[config.mk]
export PLATFORM = sky130hd
export DESIGN_NAME = cobra_run_ctrl
export DESIGN_NICKNAME = d
export VERILOG_FILES = /design/src/rtl/cobra_run_ctrl.sv
export SDC_FILE = /design/constraint.sdc
export NUM_CORES = 1
export LEC_CHECK = 0
export CORE_UTILIZATION = 45
export DETAILED_ROUTE_END_ITERATION = 8
export GPL_ROUTABILITY_DRIVEN = 0
export GPL_TIMING_DRIVEN = 0
export PLACE_DENSITY = 0.86
export SYNTH_ARGS = -nofsm -noshare
export SYNTH_HDL_FRONTEND = slang
export SYNTH_SLANG_ARGS = --single-unit
[constraint.sdc]
create_clock -name CLK -period 3 [get_ports CLK]
set_input_delay 0.45 -clock CLK [delete_from_list [all_inputs] [get_ports CLK]]
set_output_delay 0.45 -clock CLK [all_outputs]
set_load 0.05 [all_outputs]
[src/rtl/cobra_run_ctrl.sv]
// rtl/cobra_run_ctrl.sv - run/step/stop sequencer driving the Cobra core clock-enable and reset
module cobra_run_ctrl #(
  parameter int PC_W       = 8,
  parameter int RST_CYCLES = 2
) (
  input  logic            CLK,
  input  logic            RST,
  input  logic            CMD_VALID,
  output logic            CMD_READY,
  input  logic [2:0]      CMD,
  input  logic [PC_W-1:0] CMD_ARG,
  input  logic [PC_W-1:0] PC,
  input  logic [31:0]     INSTR,
  output logic            CORE_EN,
  output logic            CORE_RST,
  output logic [2:0]      STATE,
  output logic            BP_HIT,
  output logic            SELF_LOOP,
  output logic [31:0]     INSTR_CNT
);

  localparam int CW = $clog2(RST_CYCLES + 1);

  localparam logic [2:0] C_RUN        = 3'd1;
  localparam logic [2:0] C_STOP       = 3'd2;
  localparam logic [2:0] C_STEP       = 3'd3;
  localparam logic [2:0] C_SET_BP     = 3'd4;
  localparam logic [2:0] C_CLR_BP     = 3'd5;
  localparam logic [2:0] C_CORE_RESET = 3'd6;

  typedef enum logic [2:0] {
    S_IDLE = 3'd0,
    S_RSTC = 3'd1,
    S_RUN  = 3'd2,
    S_STEP = 3'd3,
    S_DONE = 3'd4
  } state_t;

  state_t          state;
  logic [CW-1:0]   rst_cnt;
  logic            bp_valid;
  logic [PC_W-1:0] bp_addr;
  logic            skip;
  logic            accept;
  logic            bp_match;
  logic            loop;
  logic            unused_instr;

  assign unused_instr = ^{INSTR[30:13], INSTR[4:0]};

  assign CMD_READY = (state != S_RSTC) && (state != S_STEP);
  assign accept    = CMD_VALID && CMD_READY;
  assign bp_match  = bp_valid && (PC == bp_addr) && !skip;
  // Branch-to-self: branch opcode bit with a zero displacement field.
  assign loop      = INSTR[31] && (INSTR[12:5] == 8'd0);
  assign CORE_EN   = ((state == S_RUN) && !bp_match && !loop) || (state == S_STEP);
  assign CORE_RST  = (state == S_RSTC);
  assign STATE     = state;

  always_ff @(posedge CLK or negedge RST) begin
    if (!RST) begin
      state     <= S_RSTC;
      rst_cnt   <= CW'(RST_CYCLES);
      bp_valid  <= 1'b0;
      bp_addr   <= '0;
      skip      <= 1'b0;
      BP_HIT    <= 1'b0;
      SELF_LOOP <= 1'b0;
      INSTR_CNT <= '0;
    end else begin
      if (CORE_EN && (INSTR_CNT != 32'hFFFF_FFFF)) INSTR_CNT <= INSTR_CNT + 32'd1;
      if (accept && (CMD == C_SET_BP)) begin
        bp_addr  <= CMD_ARG;
        bp_valid <= 1'b1;
      end
      if (accept && (CMD == C_CLR_BP)) bp_valid <= 1'b0;

      // Core reset overrides every stop condition and count update.
      if (accept && (CMD == C_CORE_RESET)) begin
        state     <= S_RSTC;
        rst_cnt   <= CW'(RST_CYCLES);
        INSTR_CNT <= '0;
        BP_HIT    <= 1'b0;
        SELF_LOOP <= 1'b0;
        skip      <= 1'b0;
      end else begin
        case (state)
          S_RSTC: begin
            if (rst_cnt == CW'(1)) state <= S_IDLE;
            else rst_cnt <= rst_cnt - CW'(1);
          end
          S_IDLE: begin
            if (accept && (CMD == C_RUN)) begin
              state     <= S_RUN;
              skip      <= 1'b1;
              BP_HIT    <= 1'b0;
              SELF_LOOP <= 1'b0;
            end else if (accept && (CMD == C_STEP)) begin
              state     <= S_STEP;
              BP_HIT    <= 1'b0;
              SELF_LOOP <= 1'b0;
            end
          end
          S_RUN: begin
            skip <= 1'b0;
            if (bp_match) begin
              state  <= S_IDLE;
              BP_HIT <= 1'b1;
            end else if (loop) begin
              state     <= S_DONE;
              SELF_LOOP <= 1'b1;
            end else if (accept && (CMD == C_STOP)) begin
              state <= S_IDLE;
            end
          end
          S_STEP:  state <= S_IDLE;
          S_DONE:  state <= S_DONE;
          default: state <= S_IDLE;
        endcase
      end
    end
  end

endmodule

# Word-level counts from Yosys, hierarchy flattened
# Cells that the tools add are included.
# word_totals
register_bits,49
out_inout_bits,40
elab_cells,89
# classes
n_addsub,2
eq_ne,23
n_mux,27
reduce_logical,29
# op_table
cell,count
$mux W32,2
$add A32 B1 Y32 const B,1
$ne A32 B32 Y1 const B,1
$mux W3,7
$logic_and A1 B1 Y1,14
$eq A3 B2 Y1 const B,4
$eq A3 B3 Y1 const B,4
$ne A3 B2 Y1 const B,4
$pmux W3 S4,1
$mux W1,11
$eq A8 B8 Y1,1
$logic_not A8 Y1,1
$eq A3 B1 Y1 const B,2
$mux W2,3
$ne A3 B1 Y1 const B,2
$pmux W1 S2,3
$reduce_and A3 Y1,2
$reduce_bool A2 Y1,3
$ne A5 B3 Y1 const B,1
$ne A4 B4 Y1 const B,1
$reduce_and A2 Y1,2
$reduce_and A4 Y1,1
$logic_not A1 Y1,3
$logic_not A3 Y1,1
other kinds (6),6

# Depth between registers and ports, before layout
# Gate-level depths: netlist of run 1.
# depth
ltp_word,10
depth_mapped,9
ltp_nobuf,7

# Worst setup path before layout of run 1
# No wires, ideal clock.
# synth_path
path_kind,register to register
start,"register state[2], in the netlist STATE[2]"
end,register bp_addr[0]
setup_ns,0.125
arrival_ns,2.662
required_time_ns,2.875
path_slack_ns,0.213
stages_incl_launch_ff,6
path_buffers,1
period_less_slack_ns,2.787
path_cell_list,dfrtp_1 -> nand2b_1 -> clkbuf_1 -> nand3_1 -> nor3_1 -> mux2_2
# synth_between
elab_chain_cells,4
# synth_rtl
element,line,source
from (decl),39,state_t state;
from (signal assigned),62,state <= S_RSTC;
from (signal assigned),80,state <= S_RSTC;
from (signal assigned),89,if (rst_cnt == CW'(1)) state <= S_IDLE;
$ne A3 B1 Y1 or $ne A3 B2 Y1 (tied branches),51,assign CMD_READY = (state != S_RSTC) && (state != S_STEP);
$logic_and A1 B1 Y1 *,51,
via CMD_READY,9,"output logic CMD_READY,"
$logic_and A1 B1 Y1 *,52,assign accept = CMD_VALID && CMD_READY;
$logic_and A1 B1 Y1 *,72,if (accept && (CMD == C_SET_BP)) begin
to (signal assigned),65,bp_addr <= '0;
to (signal assigned),73,bp_addr <= CMD_ARG;
to (decl),42,logic [PC_W-1:0] bp_addr;
# Mark *: on every way through the listed nets, which the timed path passes. The rest lies on a longest branch.
# A chain may end at the register's enable or synchronous reset.

# Worst setup path after layout of run 1
# layout_path
start,input port PC[6]
end,output port CORE_EN
# layout_between
elab_chain_cells,7
# layout_rtl
element,line,source
from (decl),12,"input logic [PC_W-1:0] PC,"
$eq A8 B8 Y1,53,assign bp_match = bp_valid && (PC == bp_addr) && !skip;
$logic_and A1 B1 Y1 (2 in series),53,
$logic_not A1 Y1,56,assign CORE_EN = ((state == S_RUN) && !bp_match && !loop) || (state == S_STEP);
$logic_and A1 B1 Y1 (2 in series),56,
$logic_or A1 B1 Y1,56,
to (decl),14,"output logic CORE_EN,"
# Every way passes these cells.

==> out/metrics.yaml, run 1 <==
status:
  status: "completed"
die:
  initial_utilization_pct: 47.64
  die_y_um: 79.28
  dieWidth_um: 79.28
  placementRows: 27
  coreArea_um2: 5642
  dieArea_um2: 6285
  pin_count: 94
route:
  vias: 2703
  drc: 0
  dr.first_iter.drc_count: 253
  ant_nets: 0
  dr.pass1.iters: 5
  via_per_inst: 6.074
  wirelength_mm: 7.027
  avgRoutedWirePerCell_um: 15.79
worst_setup_path:
  worstPathCellList: "clkdlybuf4s50_1, xnor2_1, nand3_1, or4_1, nand2_1, inv_1, clkbuf_2"
  crit_type: "input pin to output port"
  critical_path_arrival_ns: 2.30
  crit_path_start_kind: "input pin"
  max_stage_delay_ns: 0.61
  crit_fanout: 4
  cp-end-kind: "output port"
  cpMaxStageDelayCell: "or4_1"
  cp_data_required_time_ns: 2.55
clock_tree:
  path_clk_slew_ns: 0.09
  clock_latency_ns: 0.30
  cts.sinks: 49
  clk_path_buf_depth: 2
  cts_inserted_buffers: 5
  cts_setup_buffers: 0
  cts_tree: "done"
  cts_hold_buf: 0
  cts-resized-gates: 2
  clockRootBuffer: "clkbuf_8"
  cts-htree-levels: 2
sta:
  tightest_slew_ns: 1.070
  finalClockSkew_ns: 0.006769
  fmax_mhz: 363.2
  hold_slack_ns: 0.1055
  relSlewSlack_pct: 28.13
  finalSetupViolations: 0
  rsz0062_at_grt: "false"
  drv_slew: 0
  hold_viol: 0
  period_needed_ns: 2.754
  finalCritPeriodShare_pct: 91.79
  setup_slack_ns: 0.2464
pwr:
  powerDensity_nw_per_um2: 575.1
  vdd_ir_drop_max_uv: 468.3
  p_total_w: 0.002084
  p_leak_nw: 1.417
synth:
  syn_inst: 294
  synth_top_cell_by_area: "dfrtp_1"
  synth_flop_cell: "dfrtp_1"
  synth-xor-area-share_pct: 4.236
  syn_nets: 350
  synth_edf_count: 0
  synth_top_family_by_area: "simple AND/OR/NAND/NOR gates"
  synthTopCellsByArea: "dfrtp_1 (44%), nand3_1 (4.3%), xnor2_1 (4.2%)"
  ys_seq_area_share_pct: 45.72
  synth.distinct_cells: 39
  ys_warn_count: 0
  yosys.area_share.simple_pct: 29.19
  synth.avg_cell_area_um2: 9.141
  synth_seq_cells: 49
  synth.top_cells.by_count: "dfrtp_1 (47), nand2_1 (27), nand3_1 (23), a21oi_1 (22), o21ai_0 (18)"
  synthAdderAreaFrac_pct: 0.9311
  synth_area_um2: 2688
  muxShareOfSynthArea_pct: 3.724
  synth_compound_area_share_pct: 13.73
  synth_top_area_share_pct: 43.76
  async_flop_share_pct: 100.0
  yosysMostFrequentCell: "dfrtp_1"
final_layout:
  multi_input_area_um2: 1408
  final_util_pct: 64.23
  nFillCells: 458
  antenna_cells: 0
  drive_gt1_share_pct: 8.579
  area_delta_synth_final_pct: 34.82
  ff_latch_area_um2: 1229
  nNetsFinal: 428
grt:
  grt_max_degree: 29
  grtUsageTotal_pct: 24.02
  antenna_found_initial: 0
  grt_pass1_wl_mm: 11.84
  grt_pass1_vias: 2555
  overflow: 0
run:
  drv_cap: 0
place:
  place_ws_ns: -0.2167
  hpwl_mm: 5.260
  io_buffers: 70
hold_path:
  hold_path.class: "input pin to async pin"
==> layer usage <==
metal  global-route usage (%)  routed length (µm)  up-vias
met5                        0                   0        -
met4                    7.818                 110        0
met3                    5.632                 560       12
met2                    39.40                3428      158
met1                    31.17                2929     1275
li1                         -                   -     1258
==> worst max-delay path, delay by kind of cell <==
kind / cells / cell delay (ns)
xor+xnor: 1 / 0.11
buf+inv: 3 / 0.80
simple gates: 3 / 0.93
==> final timing paths <==
| path | start | end | slack, ns | depth (start not counted) |
|---|---|---|---|---|
| worst max-delay path | PC[6] | CORE_EN | 0.25 | 7 |
| worst min-delay path | RST | bp_addr[2] | 0.11 | 1 |
| worst max register to register | INSTR_CNT[14] | INSTR_CNT[29] | 0.29 | 6 |
| worst min register to register | rst_cnt[1] | rst_cnt[1] | 0.53 | 2 |
| max in group asynchronous | RST | rst_cnt[1] | 2.29 | 2 |
| min in group CLK | rst_cnt[1] | rst_cnt[1] | 0.53 | 2 |
==> cells by family (layout without fill, tap and decap cells) <==
logic type	count (synthesis)	after routing
and+or+nand+nor	144	144
DFF	49	49
AOI/OAI and AO/OA	61	61
xor gates and xnor gates	13	13
adders and majority gates	2	2
buffers and inverters	16	95
muxes	9	9
==> power by group <==
group | switching, W | internal, W
logic | 0.000432 | 0.000280
registers | 0.000102 | 0.000773
clock network | 0.000225 | 0.000271
==> layout by cell type, fill, tap and decap left out, drive strengths merged, types with 4 or more instances in the layout <==
master and instances:
a21oi 22, and3 6, nor4 10, nand3 23, o21ai 18, xnor2 13
inv 5, nor2 17, mux2 8, buf 5, nand4 10, o211ai 7
dfrtp 47, a31o 4, or3 14, clkdlybuf4s50 68, clkbuf 15, o31ai 4
nor3 10, nand2 28, or4 11
==> layout make-up <==
type,instances,share of cell area [%]
multi-input combinational,229,38.85
sequential,49,33.91
timing repair buffer,71,19.61
tap,72,2.486
clock buffer,6,2.279
buffer,11,1.312
clock inverter,2,1.036
inverter,5,0.5180
==> stage by stage <==
step / instances / setup TNS (ns) / area (µm²)
2_1_floorplan: 294 / 0 / 2688
3_3_place_gp: 436 / -0.2020 / 3478
3_5_place_dp: 437 / -0.5376 / 3493
4_1_cts: 445 / 0 / 3618
5_1_grt: 445 / 0 / 3623
6_report: 445 / 0 / 3623
==> sequential cells by signal (all words and copies together) (netlist names) <==
register and cells:
INSTR_CNT 32, bp_addr 8, bp_valid 1, skip 1, STATE 3, SELF_LOOP 1, rst_cnt 2, BP_HIT 1
Power figures use the tool's default switching activity.
==> run 2, diff against run 1 <==
- SLEW_MARGIN: default -> 20
==> results of run 2 <==
No change in the layout: final DEF, timing and power equal those of run 1.
==> run 3, diff against run 2 <==
- CAP_MARGIN: default -> 15
==> results of run 3 <==
No change in the layout: final DEF, timing and power equal those of run 1.
